==> src/rtl/mips_run_ctrl.sv <==
// mips_run_ctrl -- run controller for the pipelined MIPS simulation bench.
//
// Sequences the core reset, counts RUN cycles, ends a run on halt (fetch PC
// stuck for STALL_LIMIT cycles) or on timeout (MAX_CYCLES), and buffers
// register-writeback events in a trace FIFO drained over valid/ready.
//
// Build option: define RUN_CTRL_TRACE_EN to build the trace FIFO, the
// handshake and the drop counter. Without it the trace outputs and `dropped`
// are tied to 0, `tr_ready` is ignored and DRAIN lasts a single cycle.
//
// Ports
//   clk, reset       system clock; asynchronous active-low reset
//   start            one-cycle pulse, accepted in IDLE or DONE only
//   core_reset       active-high reset to the core (low only in RUN)
//   pc_now           core fetch PC, watched for the halt condition
//   wb_en/pc/addr/data  writeback event from the core
//   tr_valid/ready, tr_pc/addr/data  trace output (FIFO head, registered)
//   running, done    state flags for RUN and DONE
//   halted, timeout  run-end cause, sticky until the next start
//   cycles           RUN cycles elapsed
//   dropped          trace events lost to a full FIFO (saturating)
module mips_run_ctrl #(
  parameter int RESET_CYCLES = 4,
  parameter int MAX_CYCLES   = 2000,
  parameter int STALL_LIMIT  = 8,
  parameter int CNT_W        = 32,
  parameter int FIFO_DEPTH   = 16
) (
  input  logic             clk,
  input  logic             reset,
  input  logic             start,
  output logic             core_reset,
  input  logic [31:0]      pc_now,
  input  logic             wb_en,
  input  logic [31:0]      wb_pc,
  input  logic [4:0]       wb_addr,
  input  logic [31:0]      wb_data,
  output logic             tr_valid,
  input  logic             tr_ready,
  output logic [31:0]      tr_pc,
  output logic [4:0]       tr_addr,
  output logic [31:0]      tr_data,
  output logic             running,
  output logic             done,
  output logic             halted,
  output logic             timeout,
  output logic [CNT_W-1:0] cycles,
  output logic [CNT_W-1:0] dropped
);

  localparam int RST_W   = (RESET_CYCLES > 1) ? $clog2(RESET_CYCLES) : 1;
  localparam int STALL_W = (STALL_LIMIT > 1) ? $clog2(STALL_LIMIT) : 1;

  typedef enum logic [2:0] {
    S_IDLE, S_RESET, S_RUN, S_DRAIN, S_DONE
  } state_t;

  typedef struct packed {
    logic [31:0] pc;
    logic [4:0]  addr;
    logic [31:0] data;
  } trace_t;

  state_t             state;
  logic [RST_W-1:0]   rst_cnt;
  logic [STALL_W-1:0] stall;
  logic [31:0]        pc_prev;
  logic               fifo_empty;
  logic               halt_hit, to_hit;

  // Both end conditions look at registered counters; halt takes priority.
  assign halt_hit = (stall == STALL_W'(STALL_LIMIT - 1));
  assign to_hit   = (cycles == CNT_W'(MAX_CYCLES - 1));

  // ---------------------------------------------------------------------
  // Run sequencer
  // ---------------------------------------------------------------------
  always_ff @(posedge clk or negedge reset) begin
    if (!reset) begin
      state      <= S_IDLE;
      core_reset <= 1'b1;
      running    <= 1'b0;
      done       <= 1'b0;
      halted     <= 1'b0;
      timeout    <= 1'b0;
      cycles     <= '0;
      stall      <= '0;
      rst_cnt    <= '0;
      pc_prev    <= '0;
    end else begin
      pc_prev <= pc_now;
      case (state)
        S_IDLE, S_DONE: begin
          if (start) begin
            state   <= S_RESET;
            done    <= 1'b0;
            halted  <= 1'b0;
            timeout <= 1'b0;
            cycles  <= '0;
            stall   <= '0;
            rst_cnt <= '0;
          end
        end
        S_RESET: begin
          if (rst_cnt == RST_W'(RESET_CYCLES - 1)) begin
            state      <= S_RUN;
            core_reset <= 1'b0;
            running    <= 1'b1;
          end else begin
            rst_cnt <= rst_cnt + RST_W'(1);
          end
        end
        S_RUN: begin
          // The ending cycle still counts, so a timeout leaves cycles == MAX_CYCLES.
          cycles <= cycles + CNT_W'(1);
          stall  <= (pc_now == pc_prev) ? stall + STALL_W'(1) : '0;
          if (halt_hit || to_hit) begin
            state      <= S_DRAIN;
            core_reset <= 1'b1;
            running    <= 1'b0;
            halted     <= halt_hit;
            timeout    <= !halt_hit;
          end
        end
        S_DRAIN: begin
          if (fifo_empty) begin
            state <= S_DONE;
            done  <= 1'b1;
          end
        end
        default: state <= S_IDLE;
      endcase
    end
  end

`ifdef RUN_CTRL_TRACE_EN
  // ---------------------------------------------------------------------
  // Trace FIFO with a registered head: tr_* come straight from flops and
  // only change on a pop or when an empty FIFO takes its first entry.
  // ---------------------------------------------------------------------
  localparam int AW = $clog2(FIFO_DEPTH);

  trace_t [FIFO_DEPTH-1:0] mem;
  trace_t                  head;
  trace_t                  wb_ent;
  logic [AW-1:0]           wr_ptr, rd_ptr, rd_next;
  logic [AW:0]             cnt, cnt_left;
  logic                    clr, push_req, full, pop, push_ok, drop;

  assign clr      = start && ((state == S_IDLE) || (state == S_DONE));
  assign push_req = (state == S_RUN) && wb_en && (wb_addr != 5'd0);
  assign full     = (cnt == (AW+1)'(FIFO_DEPTH));
  assign pop      = tr_valid && tr_ready;
  // A full FIFO still accepts a push when the head leaves in the same cycle.
  assign push_ok  = push_req && (!full || pop);
  assign drop     = push_req && full && !pop;
  assign cnt_left = cnt - (AW+1)'(pop);
  assign rd_next  = rd_ptr + AW'(pop);
  assign wb_ent   = '{pc: wb_pc, addr: wb_addr, data: wb_data};

  always_ff @(posedge clk) begin
    if (push_ok) mem[wr_ptr] <= wb_ent;
  end

  always_ff @(posedge clk or negedge reset) begin
    if (!reset) begin
      wr_ptr   <= '0;
      rd_ptr   <= '0;
      cnt      <= '0;
      tr_valid <= 1'b0;
      head     <= '0;
      dropped  <= '0;
    end else if (clr) begin
      wr_ptr   <= '0;
      rd_ptr   <= '0;
      cnt      <= '0;
      tr_valid <= 1'b0;
      head     <= '0;
      dropped  <= '0;
    end else begin
      if (push_ok) wr_ptr <= wr_ptr + AW'(1);
      rd_ptr   <= rd_next;
      cnt      <= cnt_left + (AW+1)'(push_ok);
      tr_valid <= (cnt_left != '0) || push_ok;
      // With entries left after the pop the next head is already in storage
      // (it can never be the slot being written); otherwise it is the push.
      if (cnt_left != '0) head <= mem[rd_next];
      else if (push_ok)   head <= wb_ent;
      if (drop && (dropped != '1)) dropped <= dropped + CNT_W'(1);
    end
  end

  assign fifo_empty = (cnt == '0);
  assign tr_pc      = head.pc;
  assign tr_addr    = head.addr;
  assign tr_data    = head.data;
`else
  // Trace path not built: outputs tied off, DRAIN always sees an empty FIFO.
  logic unused_trace;
  assign unused_trace = ^{tr_ready, wb_en, wb_pc, wb_addr, wb_data};
  assign fifo_empty   = 1'b1;
  assign tr_valid     = 1'b0;
  assign tr_pc        = '0;
  assign tr_addr      = '0;
  assign tr_data      = '0;
  assign dropped      = '0;
`endif

endmodule

==> config.mk <==
export PLATFORM = sky130hd
export DESIGN_NAME = mips_run_ctrl
export DESIGN_NICKNAME = d
export VERILOG_FILES = /design/src/rtl/mips_run_ctrl.sv
export SDC_FILE = /design/constraint.sdc
export NUM_CORES = 1
export LEC_CHECK = 0
export BUFFER_PORTS_ARGS = -buffer_cell sky130_fd_sc_hd__buf_2
export CAP_MARGIN = 5
export CORE_MARGIN = 5
export CORE_UTILIZATION = 41
export CTS_BUF_LIST = sky130_fd_sc_hd__clkbuf_2 sky130_fd_sc_hd__clkbuf_4 sky130_fd_sc_hd__clkbuf_8
export DETAILED_ROUTE_END_ITERATION = 10
export PLACE_DENSITY = 0.79
export SLEW_MARGIN = 5
export SYNTH_ARGS = -nofsm -noshare
export SYNTH_HDL_FRONTEND = slang
export SYNTH_SLANG_ARGS = --single-unit
==> constraint.sdc <==
create_clock -name clk -period 2.2 [get_ports clk]
set_clock_uncertainty 0.05 [all_clocks]
set_input_delay 0.55 -clock clk [delete_from_list [all_inputs] [get_ports clk]]
set_output_delay 0.55 -clock clk [all_outputs]
set_load 0.01 [all_outputs]
## Word level (Yosys, flattened, before mapping)

Index checks and enable logic that the tools add are counted.

| word-level totals | value |
|---|---|
| bits in registers | 77 |
| output and inout port bits | 139 |

| operators by class | value |
|---|---|
| multiplexer cells | 24 |
| add/subtract/negate cells | 3 |
| equality and inequality tests | 12 |
| reduce and logical (&&, ||, !) cells | 14 |

Operators by type and width:

| operator | number |
|---|---|
| 32-bit one-hot mux with 2 select lines | 1 |
| 32-bit by 1-bit adder with 32-bit output (second input constant) | 1 |
| 32-bit by 11-bit equality test with 1-bit output (second input constant) | 1 |
| 32-bit equality test | 1 |
| 32-bit two-way mux | 1 |
| 3-bit two-way mux | 5 |
| 3-bit one-hot mux with 4 select lines | 1 |
| 3-bit AND reduction | 4 |
| 1-bit one-hot mux with 2 select lines | 5 |
| 2-bit inequality test (second input constant) | 4 |
| 2-bit nonzero test | 4 |
| 1-bit two-way mux | 7 |
| 3-bit by 2-bit equality test with 1-bit output (second input constant) | 2 |
| 3-bit equality test (second input constant) | 2 |
| 3-bit one-hot mux with 2 select lines | 1 |
| 2-bit two-way mux | 2 |
| 2-bit one-hot mux with 2 select lines | 1 |
| 2-bit AND reduction | 2 |
| 3-bit by 1-bit adder with 3-bit output (second input constant) | 1 |
| 3-bit by 1-bit equality test with 1-bit output (second input constant) | 1 |
| 3-bit logical NOT | 1 |
| 2-bit by 1-bit adder with 2-bit output (second input constant) | 1 |
| 2-bit equality test (second input constant) | 1 |
| 2-bit OR reduction | 1 |
| other kinds (2) | 2 |

## Depth between registers and ports, before layout

| depth | value |
|---|---|
| word-level depth | 4 |
| gate-level depth with buffers | 7 |
| depth with buffers taken out | 6 |

## Worst setup path after synthesis

No wires, ideal clock.

| timing | value |
|---|---|
| kind | flip-flop to flip-flop |
| start | register state[0] |
| end | register cycles[17] |
| arrival | 1915 ps |
| cell stages (with the launch flop) | 8 |
| data required time | 2019 ps |
| clock period less this slack | 2096 ps |
| slack | 104 ps |
| cells stage by stage | dfrtp_1 or3b_1 buf_6 or4_4 buf_6 nor3_4 nand3_1 mux2i_1 |

| between the ends | value |
|---|---|
| cells in the longest elaborated chain, start to end | 4 |
| elaborated cells on any way between the ends | 8 |

Ends and longest elaborated chain:

| item | line | text |
|---|---|---|
| start: declaration | 64 | `state_t state;` |
| start signal: assignment | 80 | `state <= S_IDLE;` |
| start signal: assignment | 95 | `state <= S_RESET;` |
| start signal: assignment | 106 | `state <= S_RUN;` |
| 3-bit equality test / 3-bit logical NOT (equally long branches) | 92 | `case (state)` |
| 2-bit OR reduction | 92 |  |
| 2-bit inequality test (no source line) / 2-bit nonzero test (equally long branches) | -- |  |
| 2-bit AND reduction (no source line) | -- |  |
| end signal: assignment | 115 | `cycles <= cycles + CNT_W'(1);` |
| end: declaration | 47 | `output logic [CNT_W-1:0] cycles,` |

Several ways; a longest one is shown, not always the timed one.
A chain may end at the register's enable or synchronous reset.

## Final worst setup path

| timing | value |
|---|---|
| start | register state[0] |
| end | register cycles[25] |

The elaborated chain is that of the path after synthesis.

==> results.md <==
Pwr:
- The share of total power dissipated in combinational logic is 0.077.
- In this run the power spent charging and discharging nets is 722.9 uW.
- In this run the power density over the cells is 605.6 nW/um^2.
- The cell internal power dissipation is 2.079 mW.
- The clock network fraction of total power is 0.403.
- Of the total power, the share spent switching nets is 0.2580.
- The leakage power of the design is 2.299 nW.
- Of the total power, registers draw 0.520.
- The overall power consumption is 2.802 mW.
- The worst-case vdd ir drop is 539.3 uV.

Timing:
- The setup TNS after final layout is 0 ns.
- The part of the cycle the worst path needs is 0.9380.
- Setup repair after global routing left no endpoint under its margin.
- Derived from the worst setup path, the maximum achievable clock frequency is 484.6 MHz.
- Setup violations remaining at the end of the flow were counted as 0.
- The smallest clock period supported by the final layout is computed as 2.064 ns.
- The hold slack is 0.1367 ns.
- The count of final max-slew check failures is 0.
- The final count of hold timing violations is 0.

Yosys:
- The synthesized flop and latch total is 77.
- The post-synthesis instance area is 4115 um^2.
- Yosys mapped a number of flops with a built-in enable equal to 0.
- The number of different library cells used by synthesis comes to 42.
- The sequential share of the synthesized area is 0.4685.
- The Yosys step of the flow raised 0 warnings.
- The post-synthesis async set-or-reset flop share is 1.000.
- Dividing the synthesized area by the synthesized cell count gives 10.34 um^2.
- The most used flip-flop cell after synthesis is dfrtp_1.
- Synthesis produced 398 cells.

Worst hold path:
- The type of the most critical hold path is input port to asynchronous set/reset pin.

Setup path:
- The critical path launch point type is a register.
- The worst-path maximum fanout is 10.
- The required arrival time at the worst endpoint is approximately 2.4 ns.
- The highest-delay cell along the critical path is or3b_4.
- STA classifies the critical path endpoint as a register.
- On the worst path, the slowest cell contributes a delay of 0.42 ns.
- In this design, the critical path's most frequently occurring cell is buf_4.
- The worst path arrival time is 2.24 ns.
- The signal on the critical path passes through or3b_4, buf_4, nor4_2, buf_4, nand3_2, o211ai_1, o31ai_1.
- The classification of the worst setup path is register to register.

Flow run:
- The tool flagged a number of max-cap violations equal to 0.

Floorplanning:
- The initial cell density of the core is 0.4210.
- The die area is 12140 um^2.
- The total area inside the core boundary comes to between 9000 and 10000 um^2.
- Row generation in the floorplan step produced 36 rows.
- The width of the chip is 110.2 um.
- Measured along the y axis, the die boundary spans ~110 um.
- For this design the top-level I/O count stands at 245.

Route:
- In the routed layout, each cell is associated on average with a via count of 4.624.
- After the first detailed-routing iteration, the DRC count stood at 107.
- In the final routed layout, each cell accounts on average for 12.98 um.
- The count of nets left with antenna violations once routing finished came out at 0.
- Across all layers, the routed design uses 2918 vias.
- The pre-antenna-repair detailed-routing pass consisted of 4 iterations.
- The routed design has slightly above 8000 um of wire.
- For this run, design rule violations remaining after detail routing come to 0.

Final layout:
- The repair_antennas step left the layout with diodes totalling 0.
- The area growth from synthesis to layout is 12.44%.
- The number of nets in the final layout is 603.
- The finished layout cell area is 4627 um^2.
- The ratio of cells with drive above 1 in the final layout is 0.2390.

Global routing:
- The first global-routing pass estimated 12920 um of wire.
- The total congestion overflow is 0.
- The largest net degree at the start of global routing is 47.
- The number of antenna violations at the first check in global routing came to 0.
- The combined global-route utilization of all metal layers is 0.1359.
- The number of global-route vias before repair is 2661.

Placed design:
- Port buffering added 71 buffers.
- The half-perimeter wire length of the detailed placement result is 6388 um.
- The congestion estimate from routability-driven global placement came to 0.7788.
- The placed instances occupy a cell area of around 4400 um^2.

Clock network:
- The buffer cell driving the clock tree root is clkbuf_8.
- The number of hold buffers added after cts is 0.
- The number of buffers added by the clock tree synthesis step is 9.
- The clock passes through at most 2 buffers.
- Clock latency on the worst-skew pair, taken at its later pin, is between 0.3 and 0.4 ns.
- After clock tree synthesis, the clock-pin slew on the worst setup and hold paths is 0.09 ns.
- The CTS tree is built.
- The clock sink count is 77.
- The H-tree generated during clock tree synthesis spans 3 levels.

Status:
- The run finished with clean final reports.
power groups by stage:
stage / Combinational (mW) / Sequential, mW / Clock, mW
3_5_place_dp: 0.209 / 1.49 / 0
5_1_grt: 0.247 / 1.46 / 1.24
2_1_floorplan: 0.256 / 1.48 / 0
4_1_cts: 0.211 / 1.46 / 1.17
3_3_place_gp: 0.203 / 1.48 / 0
6_report: 0.214 / 1.46 / 1.13
flip-flops by register name (all words and copies together) (netlist names):
signal / flops
timeout: 1
pc_prev: 32
rst_cnt: 2
state: 3
cycles: 32
stall: 3
running: 1
halted: 1
core_reset: 1
done: 1
metrics by stage:
step                utilization  setup WS (ns)  instances
floorplan                     -         0.1039        499
global placement         0.4482        0.08899        614
detailed placement       0.4482        0.04320        614
CTS                      0.4699        0.02273        630
global route             0.4734        0.02457        631
finish                   0.4734         0.1365        631
critical path: cells and delay by family, from the launching register on:
| kind | cells | cell delay, ns |
|---|---|---|
| AND/OR/NAND/NOR | 3 | 0.83 |
| buffers and inverters | 2 | 0.38 |
| AO/OA/AOI/OAI | 2 | 0.29 |
| flip-flops | 1 | 0.39 |
cell type report:
type / instances / area [um^2]
repair buffers: 91 / 530.5
flip-flops and latches: 77 / 1928
clock buffers: 10 / 137.6
inverters: 7 / 26.28
fillers: 922 / 5147
clock inverters: 6 / 75.07
multi-input cells: 307 / 1763
well taps: 133 / 166.4
Yosys cell counts, drive strengths merged (2+ instances only):
cell / n / area, um^2
buf: 105 / 792.0
dfrtp: 76 / 1902
nand2: 32 / 120.1
xor2: 24 / 210.2
nand3: 21 / 105.1
o21ai: 18 / 90.09
nor4: 14 / 108.9
nand4: 13 / 81.33
o31ai: 13 / 97.59
o211ai: 11 / 82.58
nor2: 9 / 33.78
mux2i: 8 / 80.08
xnor2: 8 / 70.07
inv: 7 / 26.28
nor3: 7 / 46.30
ha: 4 / 50.05
a22o: 3 / 26.28
clkbuf: 3 / 11.26
a21oi: 2 / 10.01
a31oi: 2 / 12.51
and3: 2 / 12.51
per-layer routing:
layer | share of wire | vias to the layer above | track usage
met5 | 0 | - | 0
met4 | 0.0033 | 0 | 0.01583
met3 | 0.13 | 2 | 0.06639
met2 | 0.50 | 152 | 0.2262
met1 | 0.37 | 1391 | 0.1650
li1 | - | 1373 | -
kinds of logic after synthesis:
family,share of synthesized area
fa+ha+maj,0.01216
buf+inv,0.2016
compound gates,0.08757
simple gates,0.1390
xor+xnor,0.06811
mux,0.02220
other cells,0.0009113
flops,0.4685
final timing paths:
| check | slack, ns | cells after the start | from | to |
|---|---|---|---|---|
| setup / recovery | 0.14 | 7 | state[0] | cycles[25] |
| hold / removal | 0.14 | 2 | reset | pc_prev[24] |
| setup reg to reg | 0.14 | 7 | state[0] | cycles[25] |
| hold reg to reg | 0.46 | 1 | rst_cnt[0] | rst_cnt[0] |
| max in group asynchronous | 1.65 | 2 | reset | core_reset |
| min in group clk | 0.27 | 1 | pc_now[24] | pc_prev[24] |
repair_timing:
item | in CTS | in global routing
setup buffers | 0 | 1
resized for setup | 0 | 5
endpoints found under the setup margin | 0 | 6
layout by cell type, fill, tap and decap left out, drive strengths merged, types with 3 or more instances in the layout:
master / instances
nand3: 21
a22o: 3
xor2: 24
o211ai: 11
mux2i: 8
o21ai: 18
nand2: 32
dfrtp: 76
nor3: 7
xnor2: 8
nor2: 9
ha: 4
nand4: 13
o31ai: 13
clkbuf: 10
conb: 102
buf: 91
nor4: 14
inv: 11
(Power assumes the default switching activity.)
